File: config.mk
export PLATFORM = sky130hd
export DESIGN_NAME = dot_product_sequencer_flat
export DESIGN_NICKNAME = d
export VERILOG_FILES = /design/src/rtl/dot_product_sequencer_if.sv /design/src/rtl/dot_product_sequencer.sv /design/src/flat_wrapper.sv
export SDC_FILE = /design/constraint.sdc
export NUM_CORES = 1
export LEC_CHECK = 0
export ABC_AREA = 1
export BUFFER_PORTS_ARGS = -buffer_cell sky130_fd_sc_hd__buf_4
export CAP_MARGIN = 25
export CORE_MARGIN = 8
export CORE_UTILIZATION = 48
export DETAILED_ROUTE_END_ITERATION = 16
export PLACE_DENSITY = 0.82
export SLEW_MARGIN = 20
export SYNTH_ARGS = -nofsm -noshare
export SYNTH_HDL_FRONTEND = slang
export SYNTH_SLANG_ARGS = --single-unit
File: constraint.sdc
create_clock -name clk -period 1.75 [get_ports clk]
set_input_delay 0.2625 -clock clk [delete_from_list [all_inputs] [get_ports clk]]
set_output_delay 0.2625 -clock clk [all_outputs]
set_load 0.005 [all_outputs]
File: src/rtl/dot_product_sequencer_if.sv
// dot_product_sequencer_if: command, operand stream, MAC and result signals of the dot-product sequencer.
interface dot_product_sequencer_if #(
   parameter int A_DATA_WIDTH   = 32,
   parameter int B_DATA_WIDTH   = 32,
   parameter int RES_DATA_WIDTH = 64,
   parameter int LEN_WIDTH      = 16
);
   logic                      start;
   logic [LEN_WIDTH-1:0]      len;
   logic                      busy;
   logic                      in_valid;
   logic                      in_ready;
   logic [A_DATA_WIDTH-1:0]   in_a;
   logic [B_DATA_WIDTH-1:0]   in_b;
   logic [A_DATA_WIDTH-1:0]   mac_a;
   logic [B_DATA_WIDTH-1:0]   mac_b;
   logic [RES_DATA_WIDTH-1:0] mac_sum;
   logic [RES_DATA_WIDTH-1:0] mac_res;
   logic                      out_valid;
   logic                      out_ready;
   logic [RES_DATA_WIDTH-1:0] out_data;

   modport slave (
      input  start, len, in_valid, in_a, in_b, mac_res, out_ready,
      output busy, in_ready, mac_a, mac_b, mac_sum, out_valid, out_data
   );

   modport master (
      output start, len, in_valid, in_a, in_b, mac_res, out_ready,
      input  busy, in_ready, mac_a, mac_b, mac_sum, out_valid, out_data
   );
endinterface

File: src/rtl/dot_product_sequencer.sv
// dot_product_sequencer: streams operand pairs through an external MAC and returns the accumulated dot product.
module dot_product_sequencer #(
   parameter int A_DATA_WIDTH   = 32,
   parameter int B_DATA_WIDTH   = 32,
   parameter int RES_DATA_WIDTH = 64,
   parameter int LEN_WIDTH      = 16
) (
   input logic                   clk,
   input logic                   rst_n,
   dot_product_sequencer_if.slave bus
);
   localparam logic [1:0] IDLE  = 2'd0;
   localparam logic [1:0] ACCUM = 2'd1;
   localparam logic [1:0] DONE  = 2'd2;

   logic [1:0]                state;
   logic [RES_DATA_WIDTH-1:0] acc;
   logic [RES_DATA_WIDTH-1:0] res;
   logic [LEN_WIDTH-1:0]      remaining;

   assign bus.busy      = state != IDLE;
   assign bus.in_ready  = state == ACCUM;
   assign bus.out_valid = state == DONE;
   assign bus.out_data  = res;
   assign bus.mac_a     = bus.in_a;
   assign bus.mac_b     = bus.in_b;
   assign bus.mac_sum   = acc;

   // res is captured on entry to DONE so it stays put until the next result
   always_ff @(posedge clk or negedge rst_n) begin
      if (!rst_n) begin
         state     <= IDLE;
         acc       <= '0;
         res       <= '0;
         remaining <= '0;
      end else begin
         case (state)
            IDLE: if (bus.start) begin
               acc <= '0;
               if (bus.len != '0) begin
                  remaining <= bus.len;
                  state     <= ACCUM;
               end else begin
                  res   <= '0;
                  state <= DONE;
               end
            end
            ACCUM: if (bus.in_valid) begin
               acc       <= bus.mac_res;
               remaining <= remaining - 1'b1;
               if (remaining == LEN_WIDTH'(1)) begin
                  res   <= bus.mac_res;
                  state <= DONE;
               end
            end
            DONE: if (bus.out_ready) state <= IDLE;
            default: state <= IDLE;
         endcase
      end
   end
endmodule

File: src/flat_wrapper.sv
// flat-port wrapper written by rule: the top's interface ports become plain ports
module dot_product_sequencer_flat 
#(
   parameter int A_DATA_WIDTH   = 32,
   parameter int B_DATA_WIDTH   = 32,
   parameter int RES_DATA_WIDTH = 64,
   parameter int LEN_WIDTH      = 16
)
  (clk, rst_n, bus_start, bus_len, bus_in_valid, bus_in_a, bus_in_b, bus_mac_res, bus_out_ready, bus_busy, bus_in_ready, bus_mac_a, bus_mac_b, bus_mac_sum, bus_out_valid, bus_out_data);
  dot_product_sequencer_if #(.A_DATA_WIDTH(A_DATA_WIDTH), .B_DATA_WIDTH(B_DATA_WIDTH), .RES_DATA_WIDTH(RES_DATA_WIDTH), .LEN_WIDTH(LEN_WIDTH)) bus_i ();
  input logic clk;
  input logic rst_n;
  input wire logic [$bits(bus_i.start)-1:0] bus_start;
  input wire logic [$bits(bus_i.len)-1:0] bus_len;
  input wire logic [$bits(bus_i.in_valid)-1:0] bus_in_valid;
  input wire logic [$bits(bus_i.in_a)-1:0] bus_in_a;
  input wire logic [$bits(bus_i.in_b)-1:0] bus_in_b;
  input wire logic [$bits(bus_i.mac_res)-1:0] bus_mac_res;
  input wire logic [$bits(bus_i.out_ready)-1:0] bus_out_ready;
  output wire logic [$bits(bus_i.busy)-1:0] bus_busy;
  output wire logic [$bits(bus_i.in_ready)-1:0] bus_in_ready;
  output wire logic [$bits(bus_i.mac_a)-1:0] bus_mac_a;
  output wire logic [$bits(bus_i.mac_b)-1:0] bus_mac_b;
  output wire logic [$bits(bus_i.mac_sum)-1:0] bus_mac_sum;
  output wire logic [$bits(bus_i.out_valid)-1:0] bus_out_valid;
  output wire logic [$bits(bus_i.out_data)-1:0] bus_out_data;
  assign bus_i.start = bus_start;
  assign bus_i.len = bus_len;
  assign bus_i.in_valid = bus_in_valid;
  assign bus_i.in_a = bus_in_a;
  assign bus_i.in_b = bus_in_b;
  assign bus_i.mac_res = bus_mac_res;
  assign bus_i.out_ready = bus_out_ready;
  assign bus_busy = bus_i.busy;
  assign bus_in_ready = bus_i.in_ready;
  assign bus_mac_a = bus_i.mac_a;
  assign bus_mac_b = bus_i.mac_b;
  assign bus_mac_sum = bus_i.mac_sum;
  assign bus_out_valid = bus_i.out_valid;
  assign bus_out_data = bus_i.out_data;
  dot_product_sequencer #(.A_DATA_WIDTH(A_DATA_WIDTH), .B_DATA_WIDTH(B_DATA_WIDTH), .RES_DATA_WIDTH(RES_DATA_WIDTH), .LEN_WIDTH(LEN_WIDTH)) u_core (.clk(clk), .rst_n(rst_n), .bus(bus_i));
endmodule
==> Flow_metrics.wiki <==
{| class="wikitable"
! Metric !! Value
|-
| Result of the run || completed
|-
| Final Routed Wirelength || 24000 microns
|-
| Overflow after GRT || 0
|-
| Via count || 7210
|-
| Final design utilization || 64.6%
|-
| Post-place instance area || 9080 sq um
|-
| Global-route wire length before repair || 37400 microns
|-
| Number of warnings issued by yosys || 0
|-
| Final-layout setup total negative slack || 0 ns
|-
| Minimum hold slack || 0.0961 ns
|-
| Final standard cell area without fillers || 9820 sq um
|-
| Unrepaired setup endpoints after global routing || false
|-
| Wire length on met1 || 9570 microns
|-
| GRT Total Usage || 23.5%
|-
| Number of antenna violations at the first check in global routing || 1
|-
| Highest routing layer actually used || met4
|-
| Final routed DRC violation total || 0
|-
| Row cnt || 45
|-
| CP arrival || 2.00 ns
|-
| Maximum level of the CTS H-tree || 4
|-
| Effective utilization at floorplan || 49.3%
|-
| Average detailed-routed wire length per instance || 17.7 microns
|-
| CTS Buf Count || 17
|-
| Clock Root Buffer || clkbuf_16
|-
| CP startpoint kind || register
|-
| Die area || 19900 sq um
|-
| Worst Setup End Kind || register
|-
| Highest net fanout along the worst path || 26
|-
| Worst-case clock skew || 0.0112 ns
|-
| Die Span Y || 141 microns
|-
| Worst path required time || 2.10 ns
|-
| Largest voltage drop on the vdd net || 0.879 mV
|-
| Gpl congestion || 0.946
|-
| Min-Delay Path Class || in2reg
|-
| Insertion delay of the later-clocked pin in the worst-skew pair || 0.42 ns
|-
| Setup violators final || 0
|-
| Fin. Hold Viols || 0
|-
| Final Net Count || 1303
|-
| Half-perimeter wire length after placement || 16500 microns
|-
| Remaining antenna violation count || 0
|-
| Min Clock Period, post-route || 1.65 ns
|-
| Count of buffers from port buffering || 215
|-
| Pin count of the biggest net entering global routing || 50
|-
| Seq/Total Area, Yosys || 48.8%
|-
| Pin slew with the least headroom to its limit || 0.550 ns
|-
| Power density of the placed cells || 1900 nW/um^2
|-
| Clock Sink Count || 146
|-
| Floorplan core area || 15200 sq um
|-
| Syn-to-layout area delta || 31.2%
|-
| Total I/O pin count || 344
|-
| Die Span X || 141 microns
|-
| Bufs on Longest Clock Path || 2
|-
| Max-slew headroom at the worst pin || 63.3%
|-
| Worst setup path category || reg2reg
|-
| Routed met2 length || 11300 microns
|-
| Flip-flop and latch count after synthesis || 146
|-
| CTS tree || yes
|-
| Count of mapped cells out of synthesis || 1001
|-
| Share of layout cells above drive strength 1 || 26.0%
|-
| Syn_nets || 1152
|-
| Static leakage || 5.65 nW
|-
| Final number of max-transition violations || 0
|-
| Via-per-instance ratio || 5.32
|-
| Register clock-pin slew on the reported worst setup and hold paths || 0.06 ns
|-
| Detailed Routing Iterations Pass 1 || 5
|-
| Netlist area before placement || 7490 sq um
|-
| DRT iter0 DRCs || 481
|-
| Period Utilization, post-route || 94.2%
|-
| Max_cap viols || 0
|-
| Max Clock Freq || 606 MHz
|-
| Met3 Routed Length || 2180 microns
|-
| Number of library cell types mapped by synthesis || 22
|-
| Mean post-synth cell area || 7.48 sq um
|-
| Number of global-route vias before repair || 7157
|}
-- path summary, 6_finish.rpt --
| check | from | end | slack (ns) | depth (start not counted) |
|---|---|---|---|---|
| min in group asynchronous | rst_n | u_core.remaining[15] | 0.38 | 2 |
| min reg2reg | u_core.bus.out_data[31] | u_core.bus.out_data[31] | 0.47 | 2 |
| min | bus_out_ready | u_core.state[1] | 0.1 | 4 |
| max | u_core.state[1] | u_core.bus.out_data[41] | 0.10 | 7 |
| max reg2reg | u_core.state[1] | u_core.bus.out_data[41] | 0.10 | 7 |
| max in group asynchronous | rst_n | u_core.bus.mac_sum[23] | 0.79 | 3 |
-- state kept, by name, indices dropped and copies added (netlist names) --
signal / flops
u_core.state: 2
u_core.bus.mac_sum: 64
u_core.bus.out_data: 64
u_core.remaining: 16
-- logic make-up after synthesis --
group / share of synthesized area [%]
AOI/OAI and AO/OA: 5.36
adders and majority gates: 0.334
buffers and inverters: 14.4
DFF: 48.8
and+or+nand+nor: 31.1
-- stage by stage --
stage | setup WS [ns] | total power, mW | instances
finish | 0.101 | 18.7 | 1354
global route | 0.00451 | 19.9 | 1354
CTS | 0.0440 | 18.5 | 1350
detailed placement | 0.107 | 14.5 | 1317
global placement | 0.166 | 14.3 | 1317
floorplan | 0.236 | 10.0 | 1001
-- synthesized netlist by cell type --
| cell type | number | area (sq um) |
|---|---|---|
| o21ai_0 | 74 | 370 |
| ha_1 | 2 | 25.0 |
| nor2_4 | 2 | 22.5 |
| inv_2 | 4 | 15.0 |
| nor3_1 | 1 | 5.00 |
| inv_1 | 84 | 315 |
| buf_1 | 11 | 41.3 |
| nand4_1 | 66 | 413 |
| or2_2 | 2 | 12.5 |
| nand3_1 | 19 | 95.1 |
| nand2_2 | 2 | 12.5 |
| nand2_1 | 351 | 1320 |
| buf_2 | 19 | 95.1 |
| a21oi_1 | 1 | 5.00 |
| o21ai_1 | 4 | 20.0 |
| clkbuf_1 | 25 | 93.8 |
| buf_4 | 69 | 518 |
| nand3b_1 | 2 | 15.0 |
| nor2_1 | 115 | 432 |
| a31oi_1 | 1 | 6.26 |
| nor2_2 | 1 | 6.26 |
| dfrtp_1 | 146 | 3650 |
-- cell type report --
class	count	area, sq um
diodes	1	2.50
clock buffers	17	425
clock inverters	15	206
fillers	1284	5380
inverters	88	333
multi-input cells	643	2780
flip-flops and latches	146	3650
well taps	188	235
repair buffers	256	2180
-- report_power, final --
part | internal [mW] | total, mW | leakage (nW) | switching (mW)
Sequential | 4.81 | 5.79 | 1.93 | 0.978
Combinational | 3.80 | 9.01 | 3.41 | 5.21
Clock | 2.40 | 3.88 | 0.304 | 1.48
Total | 11.0 | 18.7 | 5.65 | 7.67
-- routing by layer --
metal,track usage (%),up-vias
met4,12.6,0
met5,0,-
met3,6.85,76
met1,27.6,3397
li1,-,3370
met2,38.3,367
-- what timing repair did --
action,CTS,global route
gates resized for setup,3,5
endpoints found under the hold margin,43,0
setup endpoints to repair,1,6
cloned,0,2
pin swaps,0,0
setup buffers,0,1
hold buffers,1,0
-- placed cells by master (no fill, tap or decap), types with 16 or more instances in the layout --
cell,Yosys,final
nand2_1,351,349
buf_4,69,235
dfrtp_1,146,145
nor2_1,115,114
inv_1,84,84
o21ai_0,74,74
nand4_1,66,66
clkbuf_16,0,19
nand3_1,19,18
buf_12,0,16
-- worst max-delay path, stage by stage (launching register included) --
cell	delay [ns]
dfrtp_2	0.48
nor2_4	0.16
buf_12	0.19
inv_2	0.09
buf_4	0.23
nor2_1	0.20
nand4_1	0.14
nand2_1	0.10
Power figures use the tool's default switching activity.
